## config.mk

```make
export PLATFORM = sky130hd
export DESIGN_NAME = ir_key_queue
export DESIGN_NICKNAME = d
export VERILOG_FILES = /design/src/rtl/ir_key_queue.sv
export SDC_FILE = /design/constraint.sdc
export NUM_CORES = 1
export LEC_CHECK = 0
export ABC_AREA = 1
export BUFFER_PORTS_ARGS = -buffer_cell sky130_fd_sc_hd__clkbuf_2
export CORE_UTILIZATION = 61
export CTS_CLUSTER_DIAMETER = 200
export DETAILED_ROUTE_END_ITERATION = 16
export PLACE_DENSITY = 0.8
export REMOVE_ABC_BUFFERS = 1
export SYNTH_ARGS = -nofsm -noshare
export SYNTH_HDL_FRONTEND = slang
export SYNTH_SLANG_ARGS = --single-unit
export TNS_END_PERCENT = 10
```

## constraint.sdc

```tcl
create_clock -name CLOCK_50 -period 2.34 [get_ports CLOCK_50]
set_input_delay 0.234 -clock CLOCK_50 [delete_from_list [all_inputs] [get_ports CLOCK_50]]
set_output_delay 0.234 -clock CLOCK_50 [all_outputs]
set_load 0.05 [all_outputs]
```

## src/rtl/ir_key_queue.sv

```systemverilog
// NEC IR key event stage: classifies decoded command bytes as presses or held-key
// repeats, detects release by timeout, and queues events in a show-ahead FIFO.
module ir_key_queue #(
    parameter int HOLD_CYCLES = 6000000,
    parameter int REPEAT_SKIP = 3,
    parameter int DEPTH       = 4
) (
    input  logic       CLOCK_50,
    input  logic       RESET_N,
    input  logic [7:0] CODE_IN,
    input  logic       CODE_VALID,
    output logic [7:0] KEY_CODE,
    output logic       KEY_REPEAT,
    output logic       KEY_VALID,
    input  logic       KEY_READY,
    output logic       KEY_RELEASE,
    output logic       OVERFLOW,
    input  logic       OVF_CLR
);

    localparam int TW = $clog2(HOLD_CYCLES + 1);
    localparam int AW = $clog2(DEPTH);
    localparam int CW = AW + 1;

    localparam logic [TW-1:0] TIMER_MAX  = TW'(HOLD_CYCLES);
    localparam logic [TW-1:0] TIMER_LAST = TW'(HOLD_CYCLES - 1);
    localparam logic [3:0]    SKIP       = 4'(REPEAT_SKIP);
    localparam logic [CW-1:0] FULL_COUNT = CW'(DEPTH);

    typedef enum logic {IDLE, HELD} state_t;

    state_t        state;
    logic [7:0]    last_code;
    logic [3:0]    rep_cnt;
    logic [TW-1:0] timer;
    logic          release_reg;

    logic          new_press;
    logic          push_req;
    logic          push_rep;

    always_comb begin
        new_press = CODE_VALID && ((state == IDLE) || (CODE_IN != last_code));
        push_req  = new_press || (CODE_VALID && (rep_cnt >= SKIP));
        push_rep  = !new_press;
    end

    // A frame arriving in the expiry cycle takes priority over the timeout.
    always_ff @(posedge CLOCK_50 or negedge RESET_N) begin
        if (!RESET_N) begin
            state       <= IDLE;
            last_code   <= 8'd0;
            rep_cnt     <= 4'd0;
            timer       <= '0;
            release_reg <= 1'b0;
        end else begin
            release_reg <= 1'b0;
            if (CODE_VALID) begin
                timer <= '0;
                state <= HELD;
                if (new_press) begin
                    last_code <= CODE_IN;
                    rep_cnt   <= 4'd0;
                end else if (rep_cnt < SKIP) begin
                    rep_cnt <= rep_cnt + 4'd1;
                end
            end else if (state == HELD) begin
                if (timer == TIMER_LAST) begin
                    timer       <= TIMER_MAX;
                    state       <= IDLE;
                    release_reg <= 1'b1;
                end else if (timer != TIMER_MAX) begin
                    timer <= timer + TW'(1);
                end
            end
        end
    end

    assign KEY_RELEASE = release_reg;

    logic [8:0]    mem [DEPTH];
    logic [AW-1:0] wr_ptr;
    logic [AW-1:0] rd_ptr;
    logic [CW-1:0] count;
    logic [8:0]    head_reg;
    logic [8:0]    push_data;
    logic          full;
    logic          do_pop;
    logic          do_push;
    logic          drop;
    logic          ovf_reg;

    always_comb begin
        push_data = {push_rep, CODE_IN};
        full      = (count == FULL_COUNT);
        do_pop    = KEY_VALID && KEY_READY;
        do_push   = push_req && (!full || do_pop);
        drop      = push_req && full && !do_pop;
    end

    assign KEY_VALID  = (count != '0);
    assign KEY_CODE   = head_reg[7:0];
    assign KEY_REPEAT = head_reg[8];
    assign OVERFLOW   = ovf_reg;

    always_ff @(posedge CLOCK_50) begin
        if (do_push) begin
            mem[wr_ptr] <= push_data;
        end
    end

    // The head register is the show-ahead output; it is refreshed from storage
    // on a pop, or loaded directly when an entry lands in an empty queue.
    always_ff @(posedge CLOCK_50 or negedge RESET_N) begin
        if (!RESET_N) begin
            wr_ptr   <= '0;
            rd_ptr   <= '0;
            count    <= '0;
            head_reg <= 9'd0;
            ovf_reg  <= 1'b0;
        end else begin
            if (do_push) begin
                wr_ptr <= wr_ptr + AW'(1);
            end
            if (do_pop) begin
                rd_ptr <= rd_ptr + AW'(1);
            end
            case ({do_push, do_pop})
                2'b10:   count <= count + CW'(1);
                2'b01:   count <= count - CW'(1);
                default: count <= count;
            endcase
            if (do_pop) begin
                if (count == CW'(1)) begin
                    if (do_push) begin
                        head_reg <= push_data;
                    end
                end else begin
                    head_reg <= mem[rd_ptr + AW'(1)];
                end
            end else if (!KEY_VALID && do_push) begin
                head_reg <= push_data;
            end
            if (drop) begin
                ovf_reg <= 1'b1;
            end else if (OVF_CLR) begin
                ovf_reg <= 1'b0;
            end
        end
    end

endmodule

```

==> summary.txt, run 1 <==
Critical path
  – Delay of the slowest critical-path stage: 650 ps
  – Slowest-stage cell, CP: nor2_1
  – Worst setup EP type: register
  – Crit path cell chain: inv_1, a21oi_1, nand3_1, nor2_2, nand2_1, nand2_4, nand2_2, nand2_2, nor2_1
  – Setup CP Type: reg2reg
  – Required @ worst endpoint: 2340 ps
  – Critical path arrival: 2120 ps
  – Crit path max fanout: 9
  – Worst Path Buf+Inv: 1
  – CP most frequent cell: nand2_2
  – Crit path max-delay family: simple AND/OR/NAND/NOR gates
  – Critical path launch point type: register

Drt
  – WL met2: 4530 um
  – Avg Vias per Cell: roughly 5.6
  – Drt initial violations: 261
  – DRT met1 WL: 4790 um
  – Total vias in the final route: 3661
  – 1st-pass router iterations: 5
  – Max layer used: met4
  – Post-route ant nets: 0
  – Routed wl met3: 629 um
  – DR WL/cell: 15.6 um
  – Post-route DRC: 0
  – Post-Route WL: 10100 um

Floorplan
  – Die Span Y: 88.9 um
  – Die Width: 88.9 um
  – Core area: between 0.007 and 0.008 mm2
  – Number of I/O pins: 25
  – Rows: 31
  – Die area: around 0.0079 mm2
  – Initial core utilization: 0.632

GRT
  – Largest net degree at the start of global routing: 30
  – Initial antenna violation count: 0
  – Global route overflow: 0
  – Total GRT Usage: 0.280
  – Global-route wire length before repair: 16300 um
  – Vias in the first global route: 3371

Layout
  – Most common cell after layout, fill and taps aside: nand2_1
  – Layout cells sized above 1: 0.164
  – Diode count: 0
  – Area growth, synth to finish: 9.77%
  – Max reg flops: 36
  – Most frequent cells in the layout: 108 x nand2_1, 63 x inv_1, 54 x dfrtp_1
  – Nets: 568

Placed design
  – Placer Congestion: 0.950
  – Port Buf Inserts: 24
  – DP Wirelength: approximately 7500 um

Clocking
  – PostCTS Resize Cnt: 0
  – Clock Path Buffers: 2
  – Hold-fix buffers at CTS: 1
  – CTS H-tree lvls: 3
  – Clk pin slew, worst setup/hold paths: 90 ps
  – Root buffer cell: clkbuf_8
  – CTS Buf Count: 9
  – Clock Latency Late Sink: 360 ps
  – Clock tree from TritonCTS: done
  – Clock sinks: 90
  – Post CTS Setup Buffer Count: 0

Power and ir drop
  – Reg power frac: 0.449
  – Switching Share: 0.396
  – Clk pwr share: 0.235
  – Internal: 2880 uW
  – PD cells: 944 mW/mm2
  – Switching power: 1890 uW
  – Peak VDD IR: 0.000412 V
  – Comb pwr share: 0.317
  – Pleak: between 0.002 and 0.0025 uW

STA
  – RSZ-0062 raised after global routing: no
  – Setup Total Neg Slack: 0 ps
  – Hold Fails Final Rpt: 0
  – Crit share post-route: 0.907
  – Final Max Slew Viols: 0
  – Slew margin rel.: 0.447
  – Clock period minus worst slack: 2120 ps
  – Setup violators final: 0
  – Slew @ Worst Pin: 826 ps
  – Fmax: 0.471 GHz
  – Hold slack: 82.8 ps
  – Skew final: between 10 and 15 ps

Flow run
  – Max-cap violations: 0

Yosys
  – Yosys cell types: 36
  – Async SR Flop Fraction: 0.600
  – Mean post-synth cell area: approximately 9.0 um2
  – Syn. warnings: 0
  – Seq cells post-synth: 90
  – Post-Syn Area: between 0.004 and 0.005 mm2
  – Sequential-to-total area share from yosys stat: 0.528
  – Ys flop type: dfrtp_1
  – Cells after Synth: 512
  – Post-synth EDFFs: 36

Outcome
  – Outcome: completed

Hold path
  – Worst Hold Class: in2reg
-- worst paths after layout --
path                             start     endpoint  slack [ps]  cells past startpoint
hold reg to reg            head_reg[1]  head_reg[1]         490                      2
setup reg to reg                 state    mem[3][3]         220                      9
hold / removal                 OVF_CLR     OVERFLOW          80                      2
setup / recovery                 state    mem[3][3]         220                      9
min in group asynchronous      RESET_N  head_reg[4]         430                      2
max in group asynchronous      RESET_N    timer[14]        1290                      3
-- power groups by stage --
stage	clock [uW]	combinational, uW	sequential (uW)
after floorplan	0	821	2410
after detailed placement	0	1490	2180
final	1120	1510	2140
after CTS	1130	1510	2140
after global routing	1200	1680	2190
after global placement	0	1460	2160
-- cells by family after synthesis --
kind of cell	Yosys count	share of synthesized area
buffers and inverters	83	0.0771
adders and majority gates	11	0.0299
xor gates and xnor gates	17	0.0323
and+or+nand+nor	227	0.230
DFF	90	0.528
AOI/OAI and AO/OA	81	0.0961
muxes	3	0.00706
-- per-layer routing --
layer | vias up | GRT usage
met4 | 0 | 0.0895
met1 | 1755 | 0.409
met3 | 17 | 0.0489
met2 | 132 | 0.429
li1 | 1757 | -
met5 | - | 0
-- synthesized netlist by cell type (4+ instances only) --
master      n  area share
o21ai_2     4      0.0076
a21oi_1    10       0.011
ha_1       11       0.030
inv_2       6      0.0049
o211ai_1    4      0.0065
nand2_2    13       0.018
nor2_1     30       0.024
xor2_1     14       0.027
nand3_1    38       0.041
inv_1      63       0.051
dfrtp_1    54        0.29
nand4_1     8       0.011
nand2_1   108       0.088
o21ai_1    14       0.015
o22ai_1     8       0.011
nor3_1     10       0.011
edfxtp_1   36        0.23
o21ai_0    40       0.043
nand2_4     5       0.012
nor2_2      4      0.0054
buf_2       7      0.0076
-- stage by stage --
stage	instance area (um2)	utilization	power, uW	setup WS, ps	std cells
finish	5060	0.694	4780	217	648
CTS	5060	0.694	4780	172	648
global route	5060	0.694	5060	2.40	648
global placement	4840	0.664	3620	290	631
floorplan	4530	-	3230	511	500
detailed placement	4840	0.664	3670	222	631
-- final cells by class --
type,count,area (um2)
multi-input combinational,339,1820
fill,578,2230
tap,99,124
clock inverter,7,83.8
inverter,71,272
sequential,90,2430
clock buffer,9,124
timing repair buffer,33,203
(Power assumes the default switching activity.)
==> run 2: changes to the inputs <==
- CORE_UTILIZATION: 61 -> 55
- PLACE_DENSITY: 0.8 -> 0.76
- clock period: 2.34 -> 1.9 ns (I/O delays scaled with it)
==> summary.txt, run 2 (synthesis results as in run 1) <==
Outcome
  – Outcome: completed

Floorplan
  – Core area: 0.00818 mm2 (+12%)
  – Die area: 0.00875 mm2 (+11%)
  – Number of I/O pins: 25 (unchanged)
  – Die Width: 93.6 um (+5.2%)
  – Die Span Y: 93.6 um (+5.2%)
  – Initial core utilization: 0.564 (-0.0683)
  – Rows: 33 (+6.5%)

GRT
  – Total GRT Usage: 0.255 (-0.0248)
  – Largest net degree at the start of global routing: 28 (-6.7%)
  – Global route overflow: 0 (unchanged)
  – Global-route wire length before repair: 16900 um (+3.5%)
  – Initial antenna violation count: 0 (unchanged)
  – Vias in the first global route: 3563 (+5.7%)

Critical path
  – Setup CP Type: reg2reg
  – Required @ worst endpoint: 2000 ps (-340 ps)
  – Critical path arrival: 1900 ps (-220 ps)
  – Critical path launch point type: register
  – Crit path max fanout: 9 (unchanged)
  – Worst setup EP type: register

Layout
  – Layout cells sized above 1: 0.197 (+0.0332)
  – Max reg flops: 36 (unchanged)
  – Most frequent cells in the layout: 107 x nand2_1, 63 x inv_1, 54 x dfrtp_1
  – Diode count: 0 (unchanged)
  – Nets: 582 (+2.5%)
  – Filler instances: 676 (+17%)
  – Non-filler cells, final: 668 (+3.1%)
  – Final instance area: 0.00519 mm2 (+2.6%)
  – Area growth, synth to finish: 12.6%
  – FF+latch area: 0.00243 mm2 (unchanged)
  – Area of the multi-input gates: 0.00186 mm2 (+2.1%)
  – Most common cell after layout, fill and taps aside: nand2_1

STA
  – Skew final: 16.6 ps (+5.83 ps)
  – Fmax: 0.554 GHz (+18%)
  – Final Max Slew Viols: 0 (unchanged)
  – Setup violators final: 0 (unchanged)
  – Clock period minus worst slack: 1800 ps (-318 ps)
  – Slew @ Worst Pin: 469 ps (-357 ps)
  – Slew margin rel.: 0.687 (+0.240)
  – Final WS setup: 95.0 ps (-122 ps)
  – Setup Total Neg Slack: 0 ps (unchanged)
  – Crit share post-route: 0.950 (+0.0427)
  – RSZ-0062 raised after global routing: yes
  – Hold Fails Final Rpt: 0 (unchanged)
  – Hold slack: 30.4 ps (-52.4 ps)

Drt
  – Post-route DRC: 0 (unchanged)
  – 1st-pass router iterations: 4 (-1)
  – Drt initial violations: 187 (-28%)
  – Post-Route WL: 10200 um (+1.1%)
  – DR WL/cell: 15.3 um (-1.9%)
  – Avg Vias per Cell: 5.42 (-4.0%)
  – Post-route ant nets: 0 (unchanged)
  – Total vias in the final route: 3623 (-1.0%)

Power and ir drop
  – Internal: 3490 uW (+21%)
  – PD cells: 1120 mW/mm2 (+19%)
  – Comb pwr share: 0.341 (+0.024)
  – Pleak: 0.00229 uW (+2.7%)
  – Switching Share: 0.401 (+0.00519)
  – Peak VDD IR: 0.000487 V (+18%)
  – Clk pwr share: 0.212 (-0.023)
  – Reg power frac: 0.447 (-0.002)
  – Switching power: 2340 uW (+24%)

Clocking
  – Clock sinks: 90 (unchanged)
  – Root buffer cell: clkbuf_8
  – Clock tree from TritonCTS: done
  – CTS H-tree lvls: 3 (unchanged)
  – CTS Buf Count: 9 (unchanged)
  – Clock Path Buffers: 2 (unchanged)
  – Clk pin slew, worst setup/hold paths: 100 ps (about the same)
  – Clock Latency Late Sink: 360 ps (about the same)

Hold path
  – Worst Hold Class: in2reg

Placed design
  – Pre-CTS WS: -71.7 ps (-294 ps)
  – Cell Area, Placed: 0.00496 mm2 (+2.3%)
  – DP Wirelength: 7760 um (+4.0%)
  – Placed cells: 651 (+3.2%)
  – Port Buf Inserts: 24 (unchanged)
  – Placer Congestion: 0.961 (+1.1%)

Flow run
  – Max-cap violations: 0 (unchanged)
run 2: changes by cell type in the layout (fill, tap and decap cells not counted), sizes merged:
cell / delta
buf: +14
inv: +1
bufinv: -1
run 2: critical path: stages (launching register included):
cell and delay (ps):
dfrtp_1 420, ha_1 200, nor3_1 350, inv_1 120, nand2_1 100, nand2_2 70, nand2_2 150, nor2_2 140
run 2: worst paths after layout:
| kind | startpoint | end | slack, ps | depth (start not counted) |
|---|---|---|---|---|
| hold reg to reg | head_reg[8] | head_reg[8] | 490 | 2 |
| max in group asynchronous | RESET_N | timer[21] | 1040 | 3 |
| min in group asynchronous | RESET_N | head_reg[4] | 280 | 2 |
| setup reg to reg | rep_cnt[0] | mem[1][3] | 100 | 7 |
| setup / recovery | rep_cnt[0] | mem[1][3] | 100 | 7 |
| hold / removal | OVF_CLR | OVERFLOW | 30 | 2 |
run 2: layer usage:
layer / vias to the layer above / share of wire / track usage
met5: - / 0 / 0
met3: 27 / 0.043 / 0.0577
met4: 0 / 0.033 / 0.110
met1: 1700 / 0.42 / 0.312
li1: 1780 / - / -
met2: 116 / 0.51 / 0.431
run 2: repair_timing:
| item | CTS | global route |
|---|---|---|
| setup buffers | 0 | 0 |
| hold buffers | 1 | 0 |
| gates resized for setup | 0 | 13 |
| endpoints found under the setup margin | 36 | 59 |
| hold endpoints to repair | 13 | 0 |
run 2: final cells by class:
type,instances,share of cell area
tap,105,0.0253
sequential,90,0.468
inverter,71,0.0533
multi-input combinational,339,0.359
clock buffer,9,0.0239
clock inverter,7,0.0113
timing repair buffer,47,0.0593
run 2: power by group through the flow:
stage | Clock [uW] | Combinational [uW] | Sequential, uW
floorplan | 0 | 1010 | 2970
global placement | 0 | 1850 | 2630
detailed placement | 0 | 1930 | 2650
CTS | 1270 | 1940 | 2610
global route | 1350 | 2220 | 2650
finish | 1240 | 1980 | 2610
run 2: through the flow:
stage	power (uW)	utilization
2_1_floorplan	3980	-
6_report	5830	0.635
4_1_cts	5820	0.630
3_3_place_gp	4470	0.606
5_1_grt	6220	0.635
3_5_place_dp	4580	0.606
==> run 3: changes to the inputs <==
- CORE_UTILIZATION: 55 -> 40
- PLACE_DENSITY: 0.76 -> unset
==> summary.txt, run 3 (synthesis results as in run 1) <==
STA
  – Setup violators final: 0 (unchanged)
  – Hold Fails Final Rpt: 0 (unchanged)
  – Clock period minus worst slack: 1810 ps (+4.21 ps)
  – Skew final: 5.02 ps (-11.6 ps)
  – Fmax: 0.553 GHz (-0.23%)
  – Slew @ Worst Pin: 450 ps (-19.5 ps)
  – Slew margin rel.: 0.698 (+0.0106)
  – Final Max Slew Viols: 0 (unchanged)
  – Crit share post-route: 0.952 (+0.00222)
  – Hold slack: 29.1 ps (-1.23 ps)
  – Setup Total Neg Slack: 0 ps (unchanged)
  – RSZ-0062 raised after global routing: yes
  – Final WS setup: 90.8 ps (-4.21 ps)

Power and ir drop
  – Peak VDD IR: 0.00101 V (+110%)
  – Switching power: 2380 uW (+1.9%)
  – Pleak: 0.00239 uW (+4.4%)
  – PD cells: 1190 mW/mm2 (+5.8%)
  – Comb pwr share: 0.310 (-0.031)
  – Clk pwr share: 0.288 (+0.076)
  – Switching Share: 0.369 (-0.0321)
  – Total power: 6450 uW (+11%)
  – Internal: 4070 uW (+17%)
  – Reg power frac: 0.403 (-0.044)

Drt
  – 1st-pass router iterations: 4 (unchanged)
  – Post-Route WL: 10200 um (-0.35%)
  – Post-route DRC: 0 (unchanged)
  – DR WL/cell: 14.3 um (-6.4%)
  – Avg Vias per Cell: 5.05 (-6.9%)
  – Post-route ant nets: 0 (unchanged)
  – Total vias in the final route: 3591 (-0.88%)
  – Drt initial violations: 169 (-9.6%)

Flow run
  – Max-cap violations: 0 (unchanged)

Clocking
  – Clock sinks: 90 (unchanged)
  – Clock Latency Late Sink: 350 ps (about the same)
  – Clock tree from TritonCTS: done
  – Root buffer cell: clkbuf_16
  – Clock Path Buffers: 2 (unchanged)
  – CTS H-tree lvls: 3 (unchanged)
  – CTS Buf Count: 9 (unchanged)
  – Clk pin slew, worst setup/hold paths: 70 ps (-30 ps)

Floorplan
  – Number of I/O pins: 25 (unchanged)
  – Die Width: 109 um (+17%)
  – Die area: 0.0120 mm2 (+37%)
  – Initial core utilization: 0.418 (-0.146)
  – Core area: 0.0110 mm2 (+35%)
  – Rows: 38 (+15%)
  – Die Span Y: 109 um (+17%)

Hold path
  – Worst Hold Class: in2reg
  – WHS Path Cells: 2 (unchanged)
  – Hold Path Origin: OVF_CLR
  – Worst hold path endpoint: OVERFLOW

Layout
  – Nets: 590 (+1.4%)
  – Diode count: 0 (unchanged)
  – Max reg flops: 36 (unchanged)
  – Final Core Density: 0.493 (-0.143)
  – Most common cell after layout, fill and taps aside: nand2_1
  – Layout cells sized above 1: 0.210 (+0.0130)
  – Filler instances: 1011 (+50%)
  – Area growth, synth to finish: 17.8%
  – Most frequent cells in the layout: 107 x nand2_1, 63 x inv_1, 54 x dfrtp_1

Critical path
  – Reg2reg end: mem[3][7]
  – Crit path max-delay family: simple AND/OR/NAND/NOR gates
  – Origin of the critical flop-to-flop path: last_code[5]
  – Crit path max fanout: 9 (unchanged)
  – R2r setup slk: 90 ps (about the same)
  – Critical path arrival: 1810 ps (-90 ps)
  – Crit path cell chain: inv_1, nand2_1, nand2_1, inv_1, nand3_1, nor2_2, nand2_1, nand2_4, nand2_2, nand2_2, nor2_2
  – Slowest-stage cell, CP: dfrtp_1
  – Required @ worst endpoint: 1900 ps (-100 ps)
  – Critical path launch point type: register
  – Worst-case reg-to-reg path depth: 11 (+4)
  – Setup CP Type: reg2reg
  – CP most frequent cell: nand2_1
  – Worst Path Buf+Inv: 2 (+1)
  – Delay of the slowest critical-path stage: 390 ps (-30 ps)
  – Worst setup EP type: register

Placed design
  – Pre-CTS WS: -100 ps (-28.6 ps)
  – Port Buf Inserts: 24 (unchanged)
  – DP Wirelength: 7530 um (-3.0%)
  – Placer Congestion: 0.955 (-0.61%)

GRT
  – Total GRT Usage: 0.189 (-0.0662)
  – Global route overflow: 0 (unchanged)
  – Global-route wire length before repair: 16700 um (-0.82%)
  – Vias in the first global route: 3398 (-4.6%)
  – Largest net degree at the start of global routing: 43 (+54%)
  – Initial antenna violation count: 0 (unchanged)

Outcome
  – Outcome: completed
[run 3: cell count changes in the layout (fill, tap and decap cells not counted), sizes merged]
cell / before / now
inv: 75 / 73
clkinv: 3 / 4
bufinv: 0 / 1
buf: 22 / 30
[run 3: worst max-delay path by stage]
stage | cells past startpoint | slack [ps] | to | from
after detailed placement | 11 | -100 | mem[1][4] | last_code[5]
after floorplan | 9 | 70 | mem[0][0] | state
final | 11 | 90 | mem[3][7] | last_code[5]
after CTS | 10 | 30 | timer[0] | timer[0]
after global placement | 11 | -140 | mem[1][7] | last_code[5]
after global routing | 11 | -90 | mem[0][3] | last_code[5]
[run 3: metal layers]
metal  GRT usage  vias up  wire length, um
met1       0.238     1698             4670
met5           0        -                0
met3      0.0498       13              342
met4      0.0762        0              178
li1            -     1801                -
met2       0.308       79             4980
[run 3: power by group through the flow]
| stage | registers (uW) | clock network (uW) | logic, uW |
|---|---|---|---|
| 3_5_place_dp | 2640 | 0 | 1950 |
| 5_1_grt | 2650 | 1980 | 2250 |
| 2_1_floorplan | 2970 | 0 | 1010 |
| 3_3_place_gp | 2630 | 0 | 1920 |
| 6_report | 2600 | 1860 | 2000 |
| 4_1_cts | 2600 | 1910 | 1980 |
[run 3: timing repair]
action / CTS / global route
hold buffers: 1 / 0
setup endpoints to repair: 36 / 60
resized for setup: 4 / 13
setup buffers: 0 / 1
pin swaps: 0 / 2
hold endpoints to repair: 12 / 0
[run 3: metrics by stage]
step	cell area, um2	instances
finish	5430	711
global route	5430	711
CTS	5380	710
detailed placement	5050	693
global placement	5050	693
floorplan	4530	500
[run 3: final cells by class]
| class | count | area, um2 | share of cell area |
|---|---|---|---|
| clock buffers | 9 | 225 | 0.0415 |
| flip-flops and latches | 90 | 2430 | 0.448 |
| multi-input cells | 339 | 1870 | 0.344 |
| inverters | 71 | 282 | 0.0518 |
| repair buffers | 55 | 368 | 0.0677 |
| clock inverters | 7 | 83.8 | 0.0154 |
| well taps | 140 | 175 | 0.0322 |
[run 3: worst reg2reg max path, stage by stage, from the launching register on]
cell and delay [ps]:
dfrtp_1 390, inv_1 60, nand2_1 50, nand2_1 60, inv_1 30, nand3_1 80, nor2_2 50, nand2_1 100
nand2_4 60, nand2_2 80, nand2_2 130, nor2_2 390
